[config.mk]
export PLATFORM = sky130hd
export DESIGN_NAME = shift_register_burst
export DESIGN_NICKNAME = d
export VERILOG_FILES = /design/src/rtl/shift_pkg.sv /design/src/rtl/shift_unit.sv /design/src/rtl/shift_register_burst.sv
export SDC_FILE = /design/constraint.sdc
export NUM_CORES = 1
export LEC_CHECK = 0
export ABC_AREA = 0
export BUFFER_PORTS_ARGS = -buffer_cell sky130_fd_sc_hd__buf_2
export CAP_MARGIN = 40
export CORE_ASPECT_RATIO = 1.4
export CORE_MARGIN = 3
export CORE_UTILIZATION = 40
export CTS_CLUSTER_SIZE = 8
export DETAILED_ROUTE_END_ITERATION = 10
export HOLD_SLACK_MARGIN = 0.1
export PLACE_DENSITY_LB_ADDON = 0.1
export SLEW_MARGIN = 20
export SYNTH_ARGS = -nofsm -noshare
export SYNTH_HDL_FRONTEND = slang
export SYNTH_SLANG_ARGS = --single-unit
[constraint.sdc]
create_clock -name clk -period 2.04 [get_ports clk]
set_input_delay 0.408 -clock clk [delete_from_list [all_inputs] [get_ports clk]]
set_output_delay 0.408 -clock clk [all_outputs]
set_load 0.05 [all_outputs]
[src/rtl/shift_pkg.sv]
// Shared encodings for the shift-register family: shift/rotate modes and burst FSM states.
// Also consumed by the existing register testbenches, so the values must stay stable.
package shift_pkg;

    localparam logic [1:0] MODE_SHL = 2'b00;
    localparam logic [1:0] MODE_SHR = 2'b01;
    localparam logic [1:0] MODE_ROL = 2'b10;
    localparam logic [1:0] MODE_ROR = 2'b11;

    localparam logic [0:0] ST_IDLE  = 1'b0;
    localparam logic [0:0] ST_SHIFT = 1'b1;

    // Bit 0 of a mode selects direction (1 = right); bit 1 selects rotate versus fill.
    function automatic logic mode_is_right(input logic [1:0] mode);
        return mode[0];
    endfunction

    function automatic logic mode_is_rotate(input logic [1:0] mode);
        return mode[1];
    endfunction

endpackage

[src/rtl/shift_unit.sv]
// Combinational one-step shift/rotate of a WIDTH-bit word.
// The bit entering at the vacated end is serial_in for shifts, or the bit leaving at the other end for rotates.
module shift_unit
    import shift_pkg::*;
#(
    parameter int WIDTH = 8
) (
    input  logic [WIDTH-1:0] i_q,
    input  logic [1:0]       i_mode,
    input  logic             i_serial_in,
    output logic [WIDTH-1:0] o_q
);

    logic             w_right;
    logic             w_fill_lsb;
    logic             w_fill_msb;
    logic [WIDTH-1:0] w_left_q;
    logic [WIDTH-1:0] w_right_q;

    assign w_right    = mode_is_right(i_mode);
    assign w_fill_lsb = mode_is_rotate(i_mode) ? i_q[WIDTH-1] : i_serial_in;
    assign w_fill_msb = mode_is_rotate(i_mode) ? i_q[0]       : i_serial_in;

    genvar gi;
    generate
        for (gi = 0; gi < WIDTH; gi++) begin : g_bit
            if (gi == 0) begin : g_lsb
                assign w_left_q[gi] = w_fill_lsb;
            end else begin : g_lsb_n
                assign w_left_q[gi] = i_q[gi-1];
            end

            if (gi == WIDTH - 1) begin : g_msb
                assign w_right_q[gi] = w_fill_msb;
            end else begin : g_msb_n
                assign w_right_q[gi] = i_q[gi+1];
            end

            assign o_q[gi] = w_right ? w_right_q[gi] : w_left_q[gi];
        end
    endgenerate

endmodule

[src/rtl/shift_register_burst.sv]
// Parallel-load shift register with a burst engine: one start command performs N shifts/rotates.
// A load aborts a running burst; an asynchronous reset discards it without a done pulse.
module shift_register_burst
    import shift_pkg::*;
#(
    parameter int WIDTH = 8,
    parameter int CNT_W = $clog2(WIDTH) + 1
) (
    input  logic             clk,
    input  logic             rst,
    input  logic             load,
    input  logic [WIDTH-1:0] parallel_in,
    input  logic             start,
    input  logic [1:0]       mode,
    input  logic [CNT_W-1:0] shift_count,
    input  logic             serial_in,
    output logic [WIDTH-1:0] q,
    output logic             serial_out,
    output logic             busy,
    output logic             done
);

    localparam logic [CNT_W-1:0] CNT_ZERO = '0;
    localparam logic [CNT_W-1:0] CNT_ONE  = CNT_W'(1);

    logic [0:0]       r_state;
    logic [1:0]       r_mode;
    logic [CNT_W-1:0] r_count;
    logic [WIDTH-1:0] r_q;
    logic             r_done;

    logic [WIDTH-1:0] w_shifted;
    logic [1:0]       w_eff_mode;
    logic             w_busy;

    assign w_busy = (r_state == ST_SHIFT);

    shift_unit #(
        .WIDTH(WIDTH)
    ) u_shift_unit (
        .i_q        (r_q),
        .i_mode     (r_mode),
        .i_serial_in(serial_in),
        .o_q        (w_shifted)
    );

    always_ff @(posedge clk or negedge rst) begin
        if (!rst) begin
            r_state <= ST_IDLE;
            r_mode  <= MODE_SHL;
            r_count <= CNT_ZERO;
            r_q     <= '0;
            r_done  <= 1'b0;
        end else begin
            r_done <= 1'b0;
            case (r_state)
                ST_IDLE: begin
                    if (load) begin
                        r_q <= parallel_in;
                    end else if (start) begin
                        if (shift_count == CNT_ZERO) begin
                            r_done <= 1'b1;
                        end else begin
                            r_mode  <= mode;
                            r_count <= shift_count;
                            r_state <= ST_SHIFT;
                        end
                    end
                end
                ST_SHIFT: begin
                    // A load wins over the pending shift and silently ends the burst.
                    if (load) begin
                        r_q     <= parallel_in;
                        r_count <= CNT_ZERO;
                        r_state <= ST_IDLE;
                    end else begin
                        r_q     <= w_shifted;
                        r_count <= r_count - CNT_ONE;
                        if (r_count == CNT_ONE) begin
                            r_state <= ST_IDLE;
                            r_done  <= 1'b1;
                        end
                    end
                end
                default: begin
                    r_state <= ST_IDLE;
                end
            endcase
        end
    end

    // In IDLE the caller's mode input predicts which end the next burst will drain.
    assign w_eff_mode = w_busy ? r_mode : mode;
    assign serial_out = mode_is_right(w_eff_mode) ? r_q[0] : r_q[WIDTH-1];

    assign q    = r_q;
    assign busy = w_busy;
    assign done = r_done;

endmodule

==> metrics.txt <==
PortBufs=29; relative slew slack=0.759; top_reg_cell synth=dfrtp_1; Root Buffer=clkbuf_4; hpwl dp=1690 µm; Worst-path clk slew=0.09 ns; Max VDD drop=0.000488 V; clk_lat worst skew=0.28 ns; Post-synth EDFFs=0; CP max FO=6; Setup Crit Path Kind=flop to primary output; worst min path class=input port to flop; Least-Margin Pin Slew=0.358 ns; H-tree levels=1; number of core rows=20; CORE AREA=2250 µm²; worst reg-to-reg path cell count=3; dominant cells by area after synthesis=dfrtp_1 (40%), mux2i_1 (6.1%), a21o_1 (5.3%); Area Growth Syn to Fin=23.2%; status=completed; Critical Path Stages=4; Clock Path Buffers=2; CP Cell Sequence=inv_1, a21boi_2, mux2_2, clkbuf_4; initial antenna violation count=0; Die Height=64.9 µm; layout net count=155; # IOs=30; final count of pins violating max slew=0; Worst Path Required=1.63 ns; Async S/R FF share, synth=1.00; RSZ-0062 raised after global routing=no; setup slack, reg-to-reg=0.55 ns; drt total wl=2310 µm; Final Skew=0.00148 ns; DR WL/cell=14.9 µm; vias in the first global route=889; Post-Layout Cell Count=155; drc violations=0; Seq/Total Area, Yosys=0.404; vias per cell=5.77; critical path's top delay family=flip-flops; Detailed Routing Iterations Pass 1=4; Hold Crit Depth=2; Synth Cell Area=991 µm²; P_leak=0.610 nW; Finished Core Util=0.542; cts bufs inserted=3; Synth top area share=0.404; CP arrival=1.51 ns; placed insts=149; Crit. End Element=primary output; share of cells above drive strength 1=0.338; gpl congestion=0.825; global-route wire length before repair=3850 µm; worst reg2reg startpoint=busy$_DFF_PN0_; crit path from=busy$_DFF_PN0_; CP endpoint=serial_out; cells after synthesis=101; syn avg cell area=9.81 µm²; min cycle time layout=1.92 ns; Net Count, Synth=122; Global Route Usage Sum=0.167; slowest stage cell, crit path=dfrtp_2; die area=3120 µm²; Post-DRT Antenna Nets=0; P per Cell Area=888 nW/µm²; most numerous cell in the Yosys netlist=dfrtp_1; clock sink count=16; area leader, netlist=dfrtp_1; register bit total from synthesis=16; TritonCTS clock tree=yes; pin count of the biggest net entering global routing=23; Setup crit start kind=flop; Tcrit/Tclk final=0.939; total number of vias=895; grt ovf=0; Yosys cell types=34; Final Hold Fails=0; number of max-cap violations=0; setup TNS=0 ns; FF-to-FF End=r_mode[0]$_DFFE_PN0P_; Yosys warning count=0; fillers=231; Final setup violation count=0; Post-synth top cells=dfrtp_1 (16), nor2_1 (10), a21o_1 (7), a211oi_1 (6), mux2i_1 (6); Starting DRT DRC Count=44; # diodes=0; starting density of the core=0.440; critical path's largest stage delay=0.41 ns; CP Buf/Inv Count=2; Die W=48.1 µm; Peak Freq=522 MHz
## per-stage QoR
step | setup WS, ns | area (µm²) | total power [mW] | hold WS (ns)
2_1_floorplan | 0.0940 | 992 | 0.759 | 0.112
3_3_place_gp | 0.364 | 1160 | 0.872 | 0.343
3_5_place_dp | 0.342 | 1160 | 0.876 | 0.343
4_1_cts | 0.0207 | 1210 | 1.09 | 0.311
5_1_grt | 0.0242 | 1220 | 1.16 | 0.309
6_report | 0.124 | 1220 | 1.08 | 0.324
## power by group
group	total [mW]	internal, mW	switching (mW)
combinational	0.435	0.172	0.262
sequential	0.443	0.375	0.0687
clock	0.206	0.108	0.0972
## flip-flops by register name, indices dropped and copies added (netlist names)
name,cells
busy,1
done,1
q,8
r_count,4
r_mode,2
## worst min-delay path by stage
stage	slack [ns]	startpoint	to
floorplan	0.11	rst	busy$_DFF_PN0_
global route	0.31	parallel_in[4]	q[4]$_DFFE_PN0P_
global placement	0.34	rst	q[7]$_DFFE_PN0P_
finish	0.32	parallel_in[4]	q[4]$_DFFE_PN0P_
detailed placement	0.34	rst	q[7]$_DFFE_PN0P_
CTS	0.31	parallel_in[4]	q[4]$_DFFE_PN0P_
## timing repair
| action | in CTS | in global routing |
|---|---|---|
| endpoints found under the hold margin | 16 | 0 |
| gates resized for setup | 0 | 3 |
| setup buffers | 0 | 1 |
| setup endpoints to repair | 0 | 1 |
| hold buffers | 1 | 0 |
## cells in the final DEF (no fill, tap or decap), types with 3 or more instances in the layout
cell      Yosys  final
buf_2         3     28
dfrtp_1      16     15
nor2_1       10     10
a21o_1        7      7
mux2i_1       6      6
a211oi_1      6      6
a21oi_1       5      5
inv_1         4      4
nand2_1       4      4
clkbuf_4      0      4
buf_4         0      4
nor2b_1       3      3
nand2b_1      3      3
o21ai_0       3      3
## area by class of cell
class	count	area, µm²	share of cell area
Multi-Input combinational cell	75	553	0.453
Clock buffer	4	36.3	0.0297
Timing Repair Buffer	34	188	0.154
Sequential cell	16	402	0.329
Tap cell	22	27.5	0.0225
Inverter	4	15.0	0.0123
## cell families (layout without fill, tap and decap cells)
logic type | count (synthesis) | in the layout | synth area share
AO/OA/AOI/OAI | 32 | 32 | 0.229
XOR/XNOR | 1 | 1 | 0.00884
multiplexers | 9 | 9 | 0.102
buffers and inverters | 10 | 42 | 0.0417
adder cells (fa/ha/maj) | 2 | 2 | 0.0252
flip-flops | 16 | 16 | 0.404
AND/OR/NAND/NOR | 31 | 31 | 0.189
## layer usage
metal | global-route usage | vias up | wire length [µm]
li1 | - | 439 | -
met1 | 0.208 | 420 | 1010
met2 | 0.268 | 32 | 1150
met3 | 0.0306 | 4 | 115
met4 | 0.0707 | 0 | 38
met5 | 0 | - | 0
Power figures use the tool's default switching activity.
